[config.mk]
export PLATFORM = sky130hd
export DESIGN_NAME = bus_addr_decoder
export DESIGN_NICKNAME = d
export VERILOG_FILES = /design/src/rtl/bus_addr_decoder.sv
export SDC_FILE = /design/constraint.sdc
export NUM_CORES = 1
export LEC_CHECK = 0
export BUFFER_PORTS_ARGS = -buffer_cell sky130_fd_sc_hd__buf_2
export CAP_MARGIN = 20
export CORE_UTILIZATION = 30
export DETAILED_ROUTE_END_ITERATION = 6
export PLACE_DENSITY_LB_ADDON = 0.2
export SETUP_SLACK_MARGIN = 0.02
export SYNTH_ARGS = -nofsm -noshare
export SYNTH_HDL_FRONTEND = slang
export SYNTH_SLANG_ARGS = --single-unit
[constraint.sdc]
create_clock -name clk -period 1.5 [get_ports clk]
set_input_delay 0.075 -clock clk [delete_from_list [all_inputs] [get_ports clk]]
set_output_delay 0.075 -clock clk [all_outputs]
set_load 0.02 [all_outputs]
[src/rtl/bus_addr_decoder.sv]
// Address decoder for a simple valid/ready bus. Generates one-hot write strobes,
// a held read-mux select and a sticky error for unmapped accesses.

module bus_addr_decoder_match #(
    parameter int AW = 32
) (
    input  logic [AW-1:0] base,
    input  logic [AW-1:0] mask,
    input  logic [AW-1:0] addr,
    output logic          hit
);
    assign hit = ((addr & mask) == (base & mask));
endmodule

module bus_addr_decoder #(
    parameter int                 NS       = 3,
    parameter int                 AW       = 32,
    parameter logic [NS*AW-1:0]   BASE_VEC = {32'h900, 32'h800, 32'h0},
    parameter logic [NS*AW-1:0]   MASK_VEC = {32'hFFFF_FFF0, 32'hFFFF_FFF0, 32'hFFFF_FF00},
    parameter int                 RD_LAT   = 1,
    localparam int                SW       = $clog2(NS + 1)
) (
    input  logic          clk,
    input  logic          rst_n,
    input  logic          valid,
    output logic          ready,
    input  logic [AW-1:0] addr,
    input  logic          we,
    output logic [NS-1:0] we_o,
    output logic [SW-1:0] rd_sel,
    output logic          rd_sel_vld,
    output logic          err,
    output logic [AW-1:0] err_addr,
    input  logic          err_clr
);
    localparam logic [3:0] CNT_LOAD = 4'(RD_LAT - 1);

    typedef enum logic {IDLE, RD_HOLD} state_t;

    state_t        state;
    logic [3:0]    cnt;
    logic [NS-1:0] hit;
    logic [NS-1:0] we_nxt;
    logic [SW-1:0] sel_nxt;
    logic          any_hit;
    logic          accept;

    for (genvar g = 0; g < NS; g++) begin : g_region
        bus_addr_decoder_match #(.AW(AW)) u_match (
            .base (BASE_VEC[g*AW +: AW]),
            .mask (MASK_VEC[g*AW +: AW]),
            .addr (addr),
            .hit  (hit[g])
        );
    end

    // Scan from the top down so the lowest-index hit is the one left standing.
    always_comb begin
        sel_nxt = '0;
        we_nxt  = '0;
        for (int i = NS - 1; i >= 0; i--) begin
            if (hit[i]) begin
                sel_nxt   = SW'(i + 1);
                we_nxt    = '0;
                we_nxt[i] = 1'b1;
            end
        end
    end

    assign any_hit = |hit;
    assign ready   = (state == IDLE);
    assign accept  = valid && ready;

    always_ff @(posedge clk or negedge rst_n) begin
        if (!rst_n) begin
            state      <= IDLE;
            cnt        <= '0;
            we_o       <= '0;
            rd_sel     <= '0;
            rd_sel_vld <= 1'b0;
            err        <= 1'b0;
            err_addr   <= '0;
        end else begin
            we_o <= '0;
            case (state)
                IDLE: begin
                    if (accept && any_hit) begin
                        if (we) begin
                            we_o <= we_nxt;
                        end else begin
                            rd_sel     <= sel_nxt;
                            rd_sel_vld <= 1'b1;
                            cnt        <= CNT_LOAD;
                            state      <= RD_HOLD;
                        end
                    end
                end
                RD_HOLD: begin
                    if (cnt == '0) begin
                        state      <= IDLE;
                        rd_sel     <= '0;
                        rd_sel_vld <= 1'b0;
                    end else begin
                        cnt <= cnt - 4'd1;
                    end
                end
                default: state <= IDLE;
            endcase

            // A fresh unmapped access beats a simultaneous clear.
            if (accept && !any_hit) begin
                err <= 1'b1;
                if (!err || err_clr) err_addr <= addr;
            end else if (err_clr) begin
                err      <= 1'b0;
                err_addr <= '0;
            end
        end
    end
endmodule

==> flow_metrics.env, run 1 <==
export IMPL_fill_cells=845
export IMPL_fin_skew_ns=0.007621
export IMPL_ios=77
export IMPL_hold_viol=0
export IMPL_antenna_found_initial=0
export IMPL_worstPathRequired_ns=1.68
export IMPL_ys_seq_area_share_pct=43.03
export IMPL_ys_seq_elements=44
export IMPL_worstSetupPathType="register to register"
export IMPL_crit_family="simple AND/OR/NAND/NOR gates"
export IMPL_final_area_sq_um=3586
export IMPL_p_sw_share_pct=32.64
export IMPL_drive_gt1_share_pct=38.72
export IMPL_outcome="complete, no violations"
export IMPL_power_switching_w=0.0009722
export IMPL_met2_usage_pct=30.01
export IMPL_postRouteAntennaNets=0
export IMPL_grtUsageMet3_pct=3.784
export IMPL_crit_path_start_kind="register"
export IMPL_syn_nets=329
export IMPL_cp_cell_sequence="inv_2, ha_4, or3b_4, nand3_2, a21boi_2, nand3_1"
export IMPL_rsz0062_at_grt="yes"
export IMPL_synth_area_per_cell_sq_um=8.823
export IMPL_firstDrtPassIters=4
export IMPL_via_per_inst=5.226
export IMPL_min_period_ns=1.477
export IMPL_wl_per_cell_um=15.67
export IMPL_vias=2587
export IMPL_netlist_instances=290
export IMPL_clock_root_buffer="clkbuf_8"
export IMPL_p_clk_share_pct=26.7
export IMPL_cts_clk_slew_worst_paths_ns=0.09
export IMPL_mostFrequentLayoutCells="76 x buf_2, 44 x dfrtp_1, 36 x nand2_1"
export IMPL_fin_crit_sh_pct=98.44
export IMPL_final_common_cell="buf_2"
export IMPL_finalSetupViolations=0
export IMPL_grt_pass1_vias=2537
export IMPL_fp_dieH_um=94.35
export IMPL_slowest_delay_ns=0.44
export IMPL_dp_hpwl_um=5013
export IMPL_grtUsageMet1_pct=23.73
export IMPL_fin_nets=428
export IMPL_p_leak_nw=1.647
export IMPL_initial_core_util_pct=31.14
export IMPL_ir_worst_vdd_v=0.0003154
export IMPL_core_region_area_sq_um=8217
export IMPL_placed_area_sq_um=3211
export IMPL_timing_fmax_mhz=677.2
export IMPL_pwr_share_comb_pct=27.0
export IMPL_gp_congestion=0.7464
export IMPL_clockBufferDepth=2
export IMPL_syn_area_sq_um=2559
export IMPL_power_density_nw_per_um2=830.7
export IMPL_end_kind="register"
export IMPL_fp_dieW_um=94.35
export IMPL_cts_buffers_inserted=5
export IMPL_relSlewSlack_pct=60.65
export IMPL_track_usage_pct=18.12
export IMPL_intPower_w=0.002006
export IMPL_arrival_ns=1.66
export IMPL_die_area_sq_um=8902
export IMPL_grt_max_degree=45
export IMPL_timing_final_max_slew_violations=0
export IMPL_cp_slowest_cell="or3b_4"
export IMPL_path_buf_inv=1
export IMPL_area_growth_pct=40.15
export IMPL_worstMarginPinSlew_ns=0.5902
export IMPL_worst_slack_ns=0.02337
export IMPL_crit_fanout=6
export IMPL_ys_warn_count=0
export IMPL_grt_overflow_total=0
export IMPL_antenna_cells=0
export IMPL_drc=0
export IMPL_drt_iter0_drc=111
export IMPL_tns_ns=0
export IMPL_portBuffers=76
export IMPL_p_seq_share_pct=46.3
export IMPL_cts_tree="built"
export IMPL_top_usage_layer="met2"
export IMPL_wl_um=7759
export IMPL_cts_num_sinks=44
export IMPL_hold_path_class="primary input to register"
export IMPL_drv_cap=0
export IMPL_yosysUniqueCellTypes=33
export IMPL_grt_first_pass_wirelength_um=12490
export IMPL_pre_cts_ws_ns=-0.2133
export IMPL_hold_slack_ns=0.06563
export IMPL_row_count=33
export IMPL_clk_latency_ns=0.30
export IMPL_htree_levels=2
## power by group through the flow
stage	clock [W]	combinational (W)	sequential (W)
final	0.000795	0.000806	0.00138
after global routing	0.000884	0.000881	0.00140
after global placement	0	0.000732	0.00140
after CTS	0.000821	0.000752	0.00138
after floorplan	0	0.000311	0.00152
after detailed placement	0	0.000746	0.00140
## final cells by class
| type | instances | area [sq um] | area share, % |
|---|---|---|---|
| multi-input combinational | 188 | 1405 | 39.18 |
| clock buffer | 7 | 86.33 | 2.408 |
| timing repair buffer | 114 | 719.4 | 20.06 |
| clock inverter | 1 | 7.507 | 0.2094 |
| tap | 105 | 131.4 | 3.664 |
| sequential | 44 | 1101 | 30.70 |
| inverter | 36 | 135.1 | 3.768 |
## synthesized netlist by cell type
master / n / area, sq um
and4_1: 1 / 8.760
nand2b_1: 1 / 6.260
nor2_1: 6 / 22.52
a22oi_1: 32 / 240.2
buf_4: 3 / 22.52
a21o_1: 3 / 22.52
o21ai_0: 3 / 15.01
nand2_1: 38 / 142.6
clkbuf_1: 15 / 56.30
or4b_2: 1 / 10.01
nor4_1: 6 / 37.54
a21oi_1: 1 / 5.000
or4_4: 1 / 11.26
o221ai_1: 32 / 280.3
a311o_2: 1 / 11.26
inv_1: 36 / 135.1
o31a_1: 1 / 8.760
buf_2: 4 / 20.02
nor3b_1: 1 / 7.510
a21boi_0: 1 / 7.510
ha_1: 2 / 25.02
or3b_2: 1 / 8.760
nor3_1: 6 / 30.03
o32ai_1: 1 / 8.760
and2_1: 1 / 6.260
a31oi_1: 1 / 6.260
nand3_1: 8 / 40.04
xor2_1: 1 / 8.760
o2111ai_1: 1 / 8.760
nand4_1: 2 / 12.51
o21bai_4: 1 / 18.77
nor2b_1: 34 / 212.7
dfrtp_1: 44 / 1101
## metrics by stage
step / power [W] / util [%] / std cells
floorplan: 0.001832 / - / 290
global route: 0.003161 / 43.64 / 495
finish: 0.002979 / 43.64 / 495
CTS: 0.002952 / 41.34 / 491
global placement: 0.002130 / 39.07 / 476
detailed placement: 0.002143 / 39.07 / 476
## worst min-delay path: stages
cell and delay, ns:
buf_2 0.10, inv_1 0.06, o221ai_2 0.09
## routing by layer
| metal | vias up | share of wire (%) |
|---|---|---|
| li1 | 1240 | - |
| met1 | 1282 | 46 |
| met2 | 58 | 48 |
| met3 | 7 | 4.7 |
| met4 | 0 | 0.88 |
| met5 | - | 0 |
## logic make-up after synthesis
group,synth area share (%)
AO/OA/AOI/OAI,24.74
XOR/XNOR,0.3424
AND/OR/NAND/NOR,21.76
adder cells (fa/ha/maj),0.9778
flip-flops,43.03
buffers and inverters,9.144
## path summary, 6_finish.rpt
path                                 to  startpoint  depth (start not counted)  slack (ns)
min in group asynchronous        cnt[0]       rst_n                          3        0.38
hold reg to reg              rd_sel_vld  rd_sel_vld                          1        0.49
max in group asynchronous  err_addr[14]       rst_n                          3        0.70
setup reg to reg              rd_sel[0]      cnt[1]                          6        0.02
hold / removal              err_addr[3]     addr[3]                          3        0.07
setup / recovery              rd_sel[0]      cnt[1]                          6        0.02
## sequential cells by signal (all words and copies together) (netlist names)
register	flops
err_addr	32
cnt	4
we_o	3
rd_sel	2
err	1
rd_sel_vld	1
state	1
## what timing repair did
action	CTS	global route
gates resized for setup	7	23
pin swaps	5	5
hold buffers	3	0
buffers inserted	4	3
cloned	0	1
setup endpoints to repair	7	42
hold endpoints to repair	46	0
Note: power is estimated with default switching activity, not from simulation.
==> run 2, diff against run 1 <==
Settings changed: ABC_AREA from default to 1, CELL_PAD_IN_SITES_DETAIL_PLACEMENT from default to 1, CELL_PAD_IN_SITES_GLOBAL_PLACEMENT from default to 2.
Clock period 1.5 ns to 1.8 ns, I/O delays scaled along.
==> flow_metrics.env, run 2 <==
export IMPL_finalSetupViolations=0
export IMPL_top_regs="err_addr (32), cnt (4), we_o (3)"
export IMPL_ys_warn_count=0
export IMPL_largest_register_ffs=32
export IMPL_synth_area_per_cell_sq_um=8.137
export IMPL_cp_endpoint="err_addr[29]"
export IMPL_fp_dieW_um=87.58
export IMPL_yosys_area_share_simple_pct=37.19
export IMPL_fp_dieH_um=87.58
export IMPL_clockBufferDepth=2
export IMPL_syn_area_sq_um=2197
export IMPL_fin_crit_sh_pct=86.26
export IMPL_core_region_area_sq_um=6944
export IMPL_ctsHoldBuffers=6
export IMPL_synth_compound_area_share_pct=1.538
export IMPL_multiInputGateArea_sq_um=884.6
export IMPL_postRouteAntennaNets=0
export IMPL_wl_per_cell_um=12.75
export IMPL_area_growth_pct=27.33
export IMPL_vias=2007
export IMPL_synth_top_area_share_pct=50.11
export IMPL_synth_top_family_by_area="simple AND/OR/NAND/NOR gates"
export IMPL_top_register="err_addr"
export IMPL_fin_util_pct=40.29
export IMPL_ys_seq_area_share_pct=50.11
export IMPL_clk_latency_ns=0.29
export IMPL_crit_fanout=32
export IMPL_cts_resized=0
export IMPL_grt_first_pass_wirelength_um=9715
export IMPL_synth_most_common_cell="nand2_1"
export IMPL_syn_nets=309
export IMPL_synth_area_top_cells="dfrtp_1 50%, nand2_1 17%, nand3_1 7.5%"
export IMPL_finalNonFillerCells=452
export IMPL_end_kind="register"
export IMPL_fin_nets=394
export IMPL_yosys_area_share_xor_xnor_pct=0.3986
export IMPL_worstMarginPinSlew_ns=0.5938
export IMPL_yosysUniqueCellTypes=23
export IMPL_worstSetupPathType="register to register"
export IMPL_pre_cts_ws_ns=0.1349
export IMPL_timing_final_max_slew_violations=0
export IMPL_final_common_cell="nand2_1"
export IMPL_rr_worst_depth=5
export IMPL_initial_core_util_pct=31.64
export IMPL_crit_path_start_kind="register"
export IMPL_via_per_inst=4.440
export IMPL_firstDrtPassIters=4
export IMPL_rr_endpoint="err_addr[29]"
export IMPL_cts_clk_slew_worst_paths_ns=0.08
export IMPL_row_count=30
export IMPL_synthAdderAreaFrac_pct=1.139
export IMPL_die_area_sq_um=7670
export IMPL_outcome="complete, no violations"
export IMPL_r2r_start="state"
export IMPL_min_period_ns=1.553
export IMPL_cts_num_sinks=44
export IMPL_netlist_instances=270
export IMPL_antenna_found_initial=0
export IMPL_place_inst=438
export IMPL_synth_edf_count=0
export IMPL_grt_max_degree=33
export IMPL_drv_cap=0
export IMPL_ir_worst_vdd_v=0.0003854
export IMPL_cts_buffers_inserted=5
export IMPL_wl_um=5761
export IMPL_hold_viol=0
export IMPL_clock_root_buffer="clkbuf_8"
export IMPL_worstPathRequired_ns=2.04
export IMPL_antenna_cells=0
export IMPL_grt_overflow_total=0
export IMPL_crit_start="state"
export IMPL_drt_iter0_drc=31
export IMPL_yosysTopAreaCell="dfrtp_1"
export IMPL_drive_gt1_share_pct=29.78
export IMPL_synthMuxAreaShare_pct=0
export IMPL_cts_setup_buffers=0
export IMPL_arrival_ns=1.79
export IMPL_gp_congestion=0.7180
export IMPL_htree_levels=2
export IMPL_postSynth_asyncResetShare_pct=100.0
export IMPL_tns_ns=0
export IMPL_hold_path_class="primary input to register"
export IMPL_synth_ff_type="dfrtp_1"
export IMPL_track_usage_pct=16.60
export IMPL_portBuffers=76
export IMPL_power_density_nw_per_um2=786.5
export IMPL_fill_cells=890
export IMPL_p_leak_nw=1.608
export IMPL_r2r_slack_ns=0.25
export IMPL_rsz0062_at_grt="no"
export IMPL_ios=77
export IMPL_relSlewSlack_pct=60.42
export IMPL_timing_fmax_mhz=644.0
export IMPL_worst_slack_ns=0.2473
export IMPL_mostFrequentLayoutCells="97 x nand2_1, 76 x buf_2, 44 x dfrtp_1"
export IMPL_worstHoldStart="addr[14]"
export IMPL_fin_skew_ns=0.003937
export IMPL_synth_top_cells_by_count="97 x nand2_1, 44 x dfrtp_1, 33 x nand3_1, 28 x nor2_1, 27 x inv_1"
export IMPL_ys_seq_elements=44
export IMPL_drc=0
export IMPL_dp_hpwl_um=4350
export IMPL_regArea_sq_um=1101
export IMPL_grt_pass1_vias=2110
export IMPL_cts_tree="built"
-- run 2: cell types whose count changed after synthesis, moves of 9 or more --
cell and delta:
nand3_1 +25, nand2_1 +59, a22oi_1 -32, nor2b_1 -34, clkbuf_1 -15, nor2_1 +22
inv_1 -9, o221ai_1 -32
-- run 2: report_power, final --
part	leakage (nW)	internal, W	switching, W
combinational	0.992	0.000159	0.000290
clock	0.0455	0.000313	0.000327
sequential	0.571	0.00107	0.0000437
total	1.61	0.00154	0.000661
-- run 2: kinds of logic (layout without fill, tap and decap cells) --
family,count (synthesis),in the layout
xor+xnor,1,1
simple gates,179,179
compound gates,6,6
buf+inv,38,124
fa+ha+maj,2,2
flops,44,44
-- run 2: layer usage --
layer  vias to the layer above  track usage (%)  share of wire [%]
met2                        45            28.98                 49
met3                         9            3.959                4.4
met5                         -                0                  0
li1                       1006                -                  -
met4                         0            5.812                1.6
met1                       947            20.01                 45
-- run 2: layout make-up --
cell class	instances	share of cell area, %
inverter	29	3.980
clock buffer	8	3.220
sequential	44	39.36
timing repair buffer	87	17.53
multi-input combinational	188	31.62
tap	96	4.293
-- run 2: through the flow --
stage / hold WS, ns / cell area [sq um] / total power [W]
3_3_place_gp: 0.1230 / 2648 / 0.001574
3_5_place_dp: 0.1222 / 2648 / 0.001579
2_1_floorplan: -0.2056 / 2197 / 0.001394
5_1_grt: 0.01000 / 2798 / 0.002335
6_report: 0.008968 / 2798 / 0.002200
4_1_cts: 0.0002630 / 2798 / 0.002244
-- run 2: worst min path at each step --
stage	end	slack, ns	depth (start not counted)
floorplan	cnt[0]	-0.21	0
global placement	err_addr[14]	0.12	1
detailed placement	err_addr[12]	0.12	1
CTS	err_addr[15]	0.0003	3
global route	err_addr[4]	0.01	3
finish	err_addr[14]	0.009	3
-- run 2: worst max-delay path, stage by stage (launching register included) --
cell	delay (ns)
dfrtp_1	0.41
nor2_1	0.25
nand4_4	0.29
inv_4	0.36
nand2_1	0.10
nand2_1	0.08
